`config.mk`:
```
export PLATFORM = sky130hd
export DESIGN_NAME = seq_div16_flat
export DESIGN_NICKNAME = d
export VERILOG_FILES = /design/src/rtl/execute_pkg.sv /design/src/rtl/seq_div16_if.sv /design/src/rtl/div_step.sv /design/src/rtl/seq_div16.sv /design/src/flat_wrapper.sv
export SDC_FILE = /design/constraint.sdc
export NUM_CORES = 1
export LEC_CHECK = 0
export ABC_CLOCK_PERIOD_IN_PS = 3200
export CORE_ASPECT_RATIO = 0.5
export CORE_UTILIZATION = 45
export DETAILED_ROUTE_END_ITERATION = 16
export DONT_BUFFER_PORTS = 1
export GPL_TIMING_DRIVEN = 0
export PLACE_DENSITY_LB_ADDON = 0.12
export SLEW_MARGIN = 20
export SYNTH_ARGS = -nofsm -noshare
export SYNTH_HDL_FRONTEND = slang
export SYNTH_SLANG_ARGS = --single-unit
```
`constraint.sdc`:
```
create_clock -name clk -period 3.2 [get_ports clk]
set_input_delay 0.64 -clock clk [delete_from_list [all_inputs] [get_ports clk]]
set_output_delay 0.64 -clock clk [all_outputs]
set_load 0.05 [all_outputs]
```
`src/rtl/execute_pkg.sv`:
```
// Shared Execute-stage definitions: divider FSM states and timing constants.
package execute_pkg;

    typedef enum logic [1:0] {
        IDLE = 2'd0,
        CALC = 2'd1,
        FIX  = 2'd2,
        DONE = 2'd3
    } div_state_t;

    localparam int DIV_CYCLES  = 16;
    localparam int DIV_LATENCY = 18;

endpackage

```
`src/rtl/seq_div16_if.sv`:
```
// Start/busy/done handshake between the Execute stage (master) and the divider (slave).
interface seq_div16_if #(parameter int WIDTH = 16);

    logic             start;
    logic             is_signed;
    logic [WIDTH-1:0] dividend;
    logic [WIDTH-1:0] divisor;
    logic             busy;
    logic             done;
    logic [WIDTH-1:0] quotient;
    logic [WIDTH-1:0] remainder;
    logic             div_by_zero;
    logic             overflow;

    modport master (
        output start, is_signed, dividend, divisor,
        input  busy, done, quotient, remainder, div_by_zero, overflow
    );

    modport slave (
        input  start, is_signed, dividend, divisor,
        output busy, done, quotient, remainder, div_by_zero, overflow
    );

endinterface

```
`src/rtl/div_step.sv`:
```
// One restoring-division step: shift in the next dividend bit and trial-subtract the divisor.
module div_step #(
    parameter int WIDTH = 16
) (
    input  logic [WIDTH:0]   prem,
    input  logic             in_bit,
    input  logic [WIDTH-1:0] divisor,
    output logic [WIDTH:0]   prem_next,
    output logic             q_bit
);

    logic [WIDTH:0] shifted_s;
    logic [WIDTH:0] diff_s;
    logic           fits_s;

    assign shifted_s = {prem[WIDTH-1:0], in_bit};
    assign diff_s    = shifted_s - {1'b0, divisor};
    // A set prem MSB would mean the shifted value exceeds any divisor, so it always fits.
    assign fits_s    = prem[WIDTH] | ~diff_s[WIDTH];

    // Keep the difference when the subtraction did not borrow, otherwise restore.
    always_comb begin
        prem_next = shifted_s;
        q_bit     = 1'b0;
        if (fits_s) begin
            prem_next = diff_s;
            q_bit     = 1'b1;
        end else begin
            prem_next = shifted_s;
            q_bit     = 1'b0;
        end
    end

endmodule

```
`src/rtl/seq_div16.sv`:
```
// Iterative restoring divider, one quotient bit per clock, signed (truncating) or unsigned.
module seq_div16
    import execute_pkg::*;
#(
    parameter int WIDTH = 16
) (
    input  logic       clk,
    input  logic       rst,
    seq_div16_if.slave bus
);

    localparam int CW = $clog2(WIDTH) + 1;

    div_state_t       state_r, state_nxt_s;
    logic [CW-1:0]    cnt_r, cnt_nxt_s;
    logic [WIDTH:0]   prem_r, prem_nxt_s;
    logic [WIDTH-1:0] wq_r, wq_nxt_s;
    logic [WIDTH-1:0] dvs_r, dvs_nxt_s;
    logic             sgn_r, sgn_nxt_s;
    logic             neg_dvd_r, neg_dvd_nxt_s;
    logic             neg_dvs_r, neg_dvs_nxt_s;
    logic [WIDTH-1:0] quo_r, quo_nxt_s;
    logic [WIDTH-1:0] rem_r, rem_nxt_s;
    logic             dbz_r, dbz_nxt_s;
    logic             ovf_r, ovf_nxt_s;
    logic             busy_r, busy_nxt_s;
    logic             done_r, done_nxt_s;

    logic             dvd_neg_s, dvs_neg_s;
    logic [WIDTH-1:0] dvd_abs_s, dvs_abs_s;
    logic [WIDTH:0]   step_prem_s;
    logic             step_bit_s;

    // abs(most-negative) wraps to itself, which is the correct unsigned magnitude.
    assign dvd_neg_s = bus.is_signed & bus.dividend[WIDTH-1];
    assign dvs_neg_s = bus.is_signed & bus.divisor[WIDTH-1];
    assign dvd_abs_s = dvd_neg_s ? (~bus.dividend + WIDTH'(1)) : bus.dividend;
    assign dvs_abs_s = dvs_neg_s ? (~bus.divisor + WIDTH'(1)) : bus.divisor;

    div_step #(.WIDTH(WIDTH)) u_step (
        .prem      (prem_r),
        .in_bit    (wq_r[WIDTH-1]),
        .divisor   (dvs_r),
        .prem_next (step_prem_s),
        .q_bit     (step_bit_s)
    );

    // Next-state and next-datapath logic for the IDLE/CALC/FIX/DONE sequence.
    always_comb begin
        state_nxt_s   = state_r;
        cnt_nxt_s     = cnt_r;
        prem_nxt_s    = prem_r;
        wq_nxt_s      = wq_r;
        dvs_nxt_s     = dvs_r;
        sgn_nxt_s     = sgn_r;
        neg_dvd_nxt_s = neg_dvd_r;
        neg_dvs_nxt_s = neg_dvs_r;
        quo_nxt_s     = quo_r;
        rem_nxt_s     = rem_r;
        dbz_nxt_s     = dbz_r;
        ovf_nxt_s     = ovf_r;
        case (state_r)
            IDLE: begin
                if (bus.start) begin
                    sgn_nxt_s     = bus.is_signed;
                    neg_dvd_nxt_s = dvd_neg_s;
                    neg_dvs_nxt_s = dvs_neg_s;
                    wq_nxt_s      = dvd_abs_s;
                    dvs_nxt_s     = dvs_abs_s;
                    prem_nxt_s    = '0;
                    cnt_nxt_s     = '0;
                    if (bus.divisor == '0) begin
                        state_nxt_s = DONE;
                        quo_nxt_s   = '1;
                        rem_nxt_s   = bus.dividend;
                        dbz_nxt_s   = 1'b1;
                        ovf_nxt_s   = 1'b0;
                    end else begin
                        state_nxt_s = CALC;
                        dbz_nxt_s   = 1'b0;
                        ovf_nxt_s   = 1'b0;
                    end
                end else begin
                    state_nxt_s = IDLE;
                end
            end
            CALC: begin
                prem_nxt_s = step_prem_s;
                wq_nxt_s   = {wq_r[WIDTH-2:0], step_bit_s};
                cnt_nxt_s  = cnt_r + CW'(1);
                if (cnt_r == CW'(DIV_CYCLES - 1)) begin
                    state_nxt_s = FIX;
                end else begin
                    state_nxt_s = CALC;
                end
            end
            FIX: begin
                if (sgn_r & (neg_dvd_r ^ neg_dvs_r)) begin
                    quo_nxt_s = ~wq_r + WIDTH'(1);
                end else begin
                    quo_nxt_s = wq_r;
                end
                if (sgn_r & neg_dvd_r) begin
                    rem_nxt_s = ~prem_r[WIDTH-1:0] + WIDTH'(1);
                end else begin
                    rem_nxt_s = prem_r[WIDTH-1:0];
                end
                // Only most-negative / -1 yields magnitude quotient MSB-only from divisor magnitude 1.
                ovf_nxt_s   = sgn_r & neg_dvd_r & neg_dvs_r & (dvs_r == WIDTH'(1))
                              & (wq_r == {1'b1, {(WIDTH-1){1'b0}}});
                state_nxt_s = DONE;
            end
            DONE: begin
                state_nxt_s = IDLE;
            end
            default: begin
                state_nxt_s = IDLE;
            end
        endcase
    end

    assign busy_nxt_s = (state_nxt_s != IDLE);
    assign done_nxt_s = (state_nxt_s == DONE);

    // State and datapath registers; reset aborts any operation in flight.
    always_ff @(posedge clk) begin
        if (rst) begin
            state_r   <= IDLE;
            cnt_r     <= '0;
            prem_r    <= '0;
            wq_r      <= '0;
            dvs_r     <= '0;
            sgn_r     <= 1'b0;
            neg_dvd_r <= 1'b0;
            neg_dvs_r <= 1'b0;
            quo_r     <= '0;
            rem_r     <= '0;
            dbz_r     <= 1'b0;
            ovf_r     <= 1'b0;
            busy_r    <= 1'b0;
            done_r    <= 1'b0;
        end else begin
            state_r   <= state_nxt_s;
            cnt_r     <= cnt_nxt_s;
            prem_r    <= prem_nxt_s;
            wq_r      <= wq_nxt_s;
            dvs_r     <= dvs_nxt_s;
            sgn_r     <= sgn_nxt_s;
            neg_dvd_r <= neg_dvd_nxt_s;
            neg_dvs_r <= neg_dvs_nxt_s;
            quo_r     <= quo_nxt_s;
            rem_r     <= rem_nxt_s;
            dbz_r     <= dbz_nxt_s;
            ovf_r     <= ovf_nxt_s;
            busy_r    <= busy_nxt_s;
            done_r    <= done_nxt_s;
        end
    end

    assign bus.busy        = busy_r;
    assign bus.done        = done_r;
    assign bus.quotient    = quo_r;
    assign bus.remainder   = rem_r;
    assign bus.div_by_zero = dbz_r;
    assign bus.overflow    = ovf_r;

endmodule

```
`src/flat_wrapper.sv`:
```
// flat-port wrapper written by rule: the top's interface ports become plain ports
module seq_div16_flat import execute_pkg::*;
#(
    parameter int WIDTH = 16
)
  (clk, rst, bus_start, bus_is_signed, bus_dividend, bus_divisor, bus_busy, bus_done, bus_quotient, bus_remainder, bus_div_by_zero, bus_overflow);
  seq_div16_if #(.WIDTH(WIDTH)) bus_i ();
  input  logic clk;
  input  logic rst;
  input wire logic [$bits(bus_i.start)-1:0] bus_start;
  input wire logic [$bits(bus_i.is_signed)-1:0] bus_is_signed;
  input wire logic [$bits(bus_i.dividend)-1:0] bus_dividend;
  input wire logic [$bits(bus_i.divisor)-1:0] bus_divisor;
  output wire logic [$bits(bus_i.busy)-1:0] bus_busy;
  output wire logic [$bits(bus_i.done)-1:0] bus_done;
  output wire logic [$bits(bus_i.quotient)-1:0] bus_quotient;
  output wire logic [$bits(bus_i.remainder)-1:0] bus_remainder;
  output wire logic [$bits(bus_i.div_by_zero)-1:0] bus_div_by_zero;
  output wire logic [$bits(bus_i.overflow)-1:0] bus_overflow;
  assign bus_i.start = bus_start;
  assign bus_i.is_signed = bus_is_signed;
  assign bus_i.dividend = bus_dividend;
  assign bus_i.divisor = bus_divisor;
  assign bus_busy = bus_i.busy;
  assign bus_done = bus_i.done;
  assign bus_quotient = bus_i.quotient;
  assign bus_remainder = bus_i.remainder;
  assign bus_div_by_zero = bus_i.div_by_zero;
  assign bus_overflow = bus_i.overflow;
  seq_div16 #(.WIDTH(WIDTH)) u_core (.clk(clk), .rst(rst), .bus(bus_i));
endmodule
```
# Word-level counts from Yosys, hierarchy flattened
# Cells that the tools add are included.
[op_classes] add_sub_neg=6 n_eq_ne=9 mux=25 bitwise=14 reduce_logical=9
[op_table] op="2-to-1 mux 16 bit" n=9
[op_table] op="case mux 16 bit (2 select lines)" n=3
[op_table] op="adder 16 x 1 -> 16 bit (second input constant)" n=4
[op_table] op="NOT 16 bit" n=4
[op_table] op="2-to-1 mux 17 bit" n=2
[op_table] op="case mux 17 bit (2 select lines)" n=1
[op_table] op="subtractor 17 x 16 -> 17 bit" n=1
[op_table] op="== test 16 x 1 -> 1 bit (second input constant)" n=1
[op_table] op="== test 16 bit (second input constant)" n=1
[op_table] op="zero test 16 bit" n=1
[op_table] op="case mux 5 bit (2 select lines)" n=1
[op_table] op="case mux 2 bit (4 select lines)" n=1
[op_table] op="AND 1 bit" n=7
[op_table] op="== test 2 bit (second input constant)" n=3
[op_table] op="2-to-1 mux 2 bit" n=3
[op_table] op="AND reduction 2 bit" n=3
[op_table] op="nonzero test 2 bit" n=3
[op_table] op="adder 5 x 1 -> 5 bit (second input constant)" n=1
[op_table] op="== test 5 x 4 -> 1 bit (second input constant)" n=1
[op_table] op="2-to-1 mux 5 bit" n=1
[op_table] op="2-to-1 mux 1 bit" n=3
[op_table] op="AND reduction 3 bit" n=1
[op_table] op="== test 2 x 1 -> 1 bit (second input constant)" n=1
[op_table] op="zero test 2 bit" n=1
[op_table] op="6 further kinds" n=6
[totals] register_bits=95 input_bits=36 wordCells=77

# Depth between registers and ports, before layout
[logic_depth] depth_word=5 mapped_depth=11

# By module
# A second synthesis with hierarchy kept.
[hier_totals] hier_cells=748 hier_area_um2=6020.8
[by_module_without_submodules] mod="seq_div16" instances=1 cells_per_inst=602 area_each_um2=5042.3 seq_area_each_um2=1901.8
[by_module_without_submodules] mod="div_step" instances=1 cells_per_inst=146 area_each_um2=978.4 seq_area_each_um2=0.0

# Least setup slack after synthesis
# No wires, ideal clock.
[synth_path] kind="reg-to-reg" from="register u_core.wq_r[15]" to="register u_core.prem_r[11]" arrival_time_ns=2.359 required_time_ns=3.071 path_slack_ns=0.712 path_stages_with_launch=12 n_path_buf=1 synth_period_minus_slack_ns=2.488 cell_sequence="dfxtp_1 -> inv_1 -> ha_1 -> fa_1 -> nor2b_1 -> o31ai_2 -> a21oi_1 -> a221oi_2 -> mux2i_1 -> buf_2 -> mux2i_1 -> o21ai_0"
[synth_via] elab_chain_cells=5
[synth_lines] element="start: declaration" line="seq_div16.sv:17" rtl="logic [WIDTH-1:0] wq_r, wq_nxt_s;"
[synth_lines] element="start signal: assignment" line="seq_div16.sv:146" rtl="wq_r <= wq_nxt_s;"
[synth_lines] element="subtractor 17 x 16 -> 17 bit (*)" line="div_step.sv:17" rtl="assign diff_s = shifted_s - {1'b0, divisor};"
[synth_lines] element="NOT 1 bit" line="div_step.sv:19" rtl="assign fits_s = prem[WIDTH] | ~diff_s[WIDTH];"
[synth_lines] element="bitwise OR 1 bit" line="div_step.sv:19"
[synth_lines] element="2-to-1 mux 17 bit (*)" line="div_step.sv:25" rtl="if (fits_s) begin"
[synth_lines] element="case mux 17 bit (2 select lines) (*)" line="seq_div16.sv:62" rtl="case (state_r)"
[synth_lines] element="end signal: assignment" line="seq_div16.sv:145" rtl="prem_r <= prem_nxt_s;"
[synth_lines] element="end: declaration" line="seq_div16.sv:16" rtl="logic [WIDTH:0] prem_r, prem_nxt_s;"
# Every way passes the cells marked *; elsewhere a longest branch is shown, timed or not.
# A chain may end at the register's enable or synchronous reset.

# Worst setup path in the final report
[layout_path] from="register u_core.wq_r[15]" to="register u_core.prem_r[10]"
# The elaborated chain is that of the path after synthesis.

==> flow_summary.ini <==
[grt]
grt_pass1_wl_um = 25900
grt_antenna_before_repair = 0
gr-usage-all-layers_pct = 25.5
grt_pass1_vias = 4824
grt_max_degree = 19
grt-ovfl-total = 0

[routing]
initialDrtViolationCount = 310
ant_nets = 0
m1WireLength_um = 8330
vias = 5221
wl_met3_um = 809
wirelength_um = 16400
viasPerCell = 5.80
first_pass_iters = 5
top_layer = met4
routedWlPerCell_um = 18.2
post-route-drc-count = 0
met2_length_um = 7070

[cts]
clkSinkCount = 95
htreeDepth = 3
holdBufCountCts = 0
insertion_delay_ps = 350
cts_buffers = 9
root_buffer = clkbuf_16
cts_tree = built
clock_tree.buffer_depth = 2
clkTransAtPathRegs_ps = 70

[synthesis]
synth_flop_cell = dfxtp_1
synthCells = 718
synth_fa_ha_area_share_pct = 5.12
yosys.area.top_type = dfxtp_1
synth_edf_count = 0
yosysTopAreaCellShare_pct = 33.0
synth-compound-area-share_pct = 22.2
synth-seq-area-share_pct = 33.0
synthMuxAreaShare_pct = 4.86
synth-warning-count = 0
ys_seq_elements = 95
synthArstFlopShare_pct = 0
synth-simple-area-share_pct = 20.0
syn-cell-area_um2 = 5760
synthesis.nets = 777
synth_top_family_by_area = compound AO/OA/AOI/OAI gates
synth_xor_area_share_pct = 9.88
synthDistinctLibCells = 55
syn_avg_cell_area_um2 = 8.03
synth.area.top_cells = dfxtp_1 33%, a211oi_1 5.6%, xor2_1 5.5%

[timing]
rsz0062_at_grt = no
max_slew.worst_pin.slew_ps = 841
setup_tns_ps = 0
maxSlewHeadroom_pct = 43.5
holdWs_ps = 445
finalSetupViolCount = 0
fin_crit_ps = 2960
slew_viol_final = 0
hold_violations = 0
fmax_ghz = 0.338
post-route-period-util_pct = 92.5
fin_ws_ps = 240
fin_skew_ps = 12.7

[floorplan]
pin_count = 72
start_util_pct = 47.4
core_um2 = 12200
die_w_um = 162
dieArea_um2 = 13300
dieHeight_um = 82.0
rows = 28

[final_layout]
nets = 789
final_cell_area_um2 = 6300
utilization_pct = 51.9
drive_gt1_share_pct = 4.35
area_growth_pct = 9.36
diodes = 0

[setup_path]
crit_path_end_kind = flop
worstPathRequired_ps = 3420
worstPathArrival_ps = 3180
crit_fanout = 10
critPathKind = flop to flop
start_kind = flop

[placed_design]
dp_worst_setup_slack_ps = -25.9
dpl.hpwl_um = 12700
io_buffer_count = 0
gp_congestion = 0.881
dpl_cell_area_um2 = 5970

[worst_hold_path]
hp-class = input port to flop

[job]
maxCapViolCount = 0

[pwr]
p_leak_nw = 2.26
ir_drop_mv = 0.245
powerDensity_nw_per_um2 = 568

[run_status]
status = finished, final reports clean
-- cells in the mapped netlist (4+ instances only) --
| master | n |
|---|---|
| nor3_1 | 29 |
| o31ai_1 | 9 |
| ha_1 | 22 |
| a31oi_1 | 8 |
| o41ai_1 | 5 |
| nand3_1 | 12 |
| a211oi_1 | 43 |
| a22oi_1 | 14 |
| nor4_1 | 6 |
| nand4_1 | 4 |
| xor2_1 | 36 |
| clkbuf_1 | 34 |
| a21o_1 | 5 |
| nor2_1 | 73 |
| nand2_1 | 72 |
| nor2b_1 | 8 |
| inv_1 | 30 |
| or3_1 | 6 |
| or4_1 | 6 |
| a21oi_1 | 54 |
| mux2i_1 | 28 |
| a311oi_1 | 5 |
| o21ai_0 | 31 |
| xnor2_1 | 29 |
| nand2b_1 | 5 |
| and2_1 | 8 |
| dfxtp_1 | 95 |
-- placed cells by master (no fill, tap or decap), drive strengths merged, types with 6 or more instances in the layout --
cell type,instances
nor4,8
a211oi,43
o21ai,32
xor2,36
nor2b,8
inv,34
mux2i,28
buf,6
o31ai,10
clkbuf,44
nor3,29
nor2,73
a22oi,14
a31oi,8
or4,7
a21oi,54
nand3,12
nand2,73
xnor2,29
and2,8
or3,6
ha,22
dfxtp,95
-- stage by stage --
step                      power [mW]  cells
after global placement          2.45    883
after floorplan                 2.21    718
after CTS                       3.52    899
after global routing            3.78    900
final                           3.58    900
after detailed placement        2.46    883
-- worst max-delay path: stages (launching register included) --
cell	delay [ps]
dfxtp_1	330
inv_1	180
ha_1	220
fa_1	220
nor2b_1	90
o31ai_4	300
a21oi_2	140
a221oi_4	420
mux2i_4	350
clkbuf_4	290
mux2i_1	210
o21ai_1	70
-- kinds of logic (layout without fill, tap and decap cells) --
group / count (synthesis) / in the layout
flops: 95 / 95
mux: 28 / 28
fa+ha+maj: 23 / 23
buf+inv: 70 / 87
compound gates: 195 / 195
simple gates: 242 / 242
xor+xnor: 65 / 65
-- state kept, by name, summed over array words and instances, names as in the netlist --
name	count
u_core.prem_r	17
u_core.bus.quotient	16
u_core.bus.remainder	16
u_core.dvs_r	16
u_core.wq_r	16
u_core.cnt_r	5
u_core.state_r	2
u_core.bus.busy	1
u_core.bus.div_by_zero	1
u_core.bus.done	1
u_core.bus.overflow	1
u_core.neg_dvd_r	1
u_core.neg_dvs_r	1
u_core.sgn_r	1
-- layer usage --
metal | vias up | global-route usage, %
met5 | - | 0
met4 | 0 | 5.19
met3 | 19 | 6.16
met2 | 99 | 41.3
met1 | 2505 | 34.6
li1 | 2598 | -
-- repair_timing --
item                                    in CTS  in global routing
pin swaps                                    0                  2
buffers inserted                             0                  1
endpoints found under the setup margin       2                 16
resized for setup                            1                  5
-- report_power, final --
| part | internal (mW) | leakage (nW) | switching, mW | total [mW] |
|---|---|---|---|---|
| Clock | 0.544 | 0.140 | 0.515 | 1.06 |
| Combinational | 0.495 | 1.35 | 0.674 | 1.17 |
| Sequential | 1.25 | 0.772 | 0.103 | 1.35 |
-- final timing paths --
| check | slack [ps] | to | depth (start not counted) | startpoint |
|---|---|---|---|---|
| worst min-delay path | 440 | u_core.sgn_r$_SDFFE_PP0P_ | 2 | bus_is_signed |
| worst max register to register | 240 | u_core.prem_r[10]$_SDFFE_PP0P_ | 11 | u_core.wq_r[15]$_SDFFE_PP0P_ |
| worst min register to register | 500 | u_core.cnt_r[1]$_SDFFE_PP0P_ | 2 | u_core.cnt_r[1]$_SDFFE_PP0P_ |
| worst max-delay path | 240 | u_core.prem_r[10]$_SDFFE_PP0P_ | 11 | u_core.wq_r[15]$_SDFFE_PP0P_ |
-- layout make-up --
type | count | area [um^2]
buffer | 40 | 174
clock buffer | 9 | 225
clock inverter | 7 | 61.3
fill | 1181 | 5850
inverter | 30 | 113
multi-input combinational | 553 | 3610
sequential | 95 | 1900
tap | 165 | 206
timing repair buffer | 1 | 7.51
(Power assumes the default switching activity.)
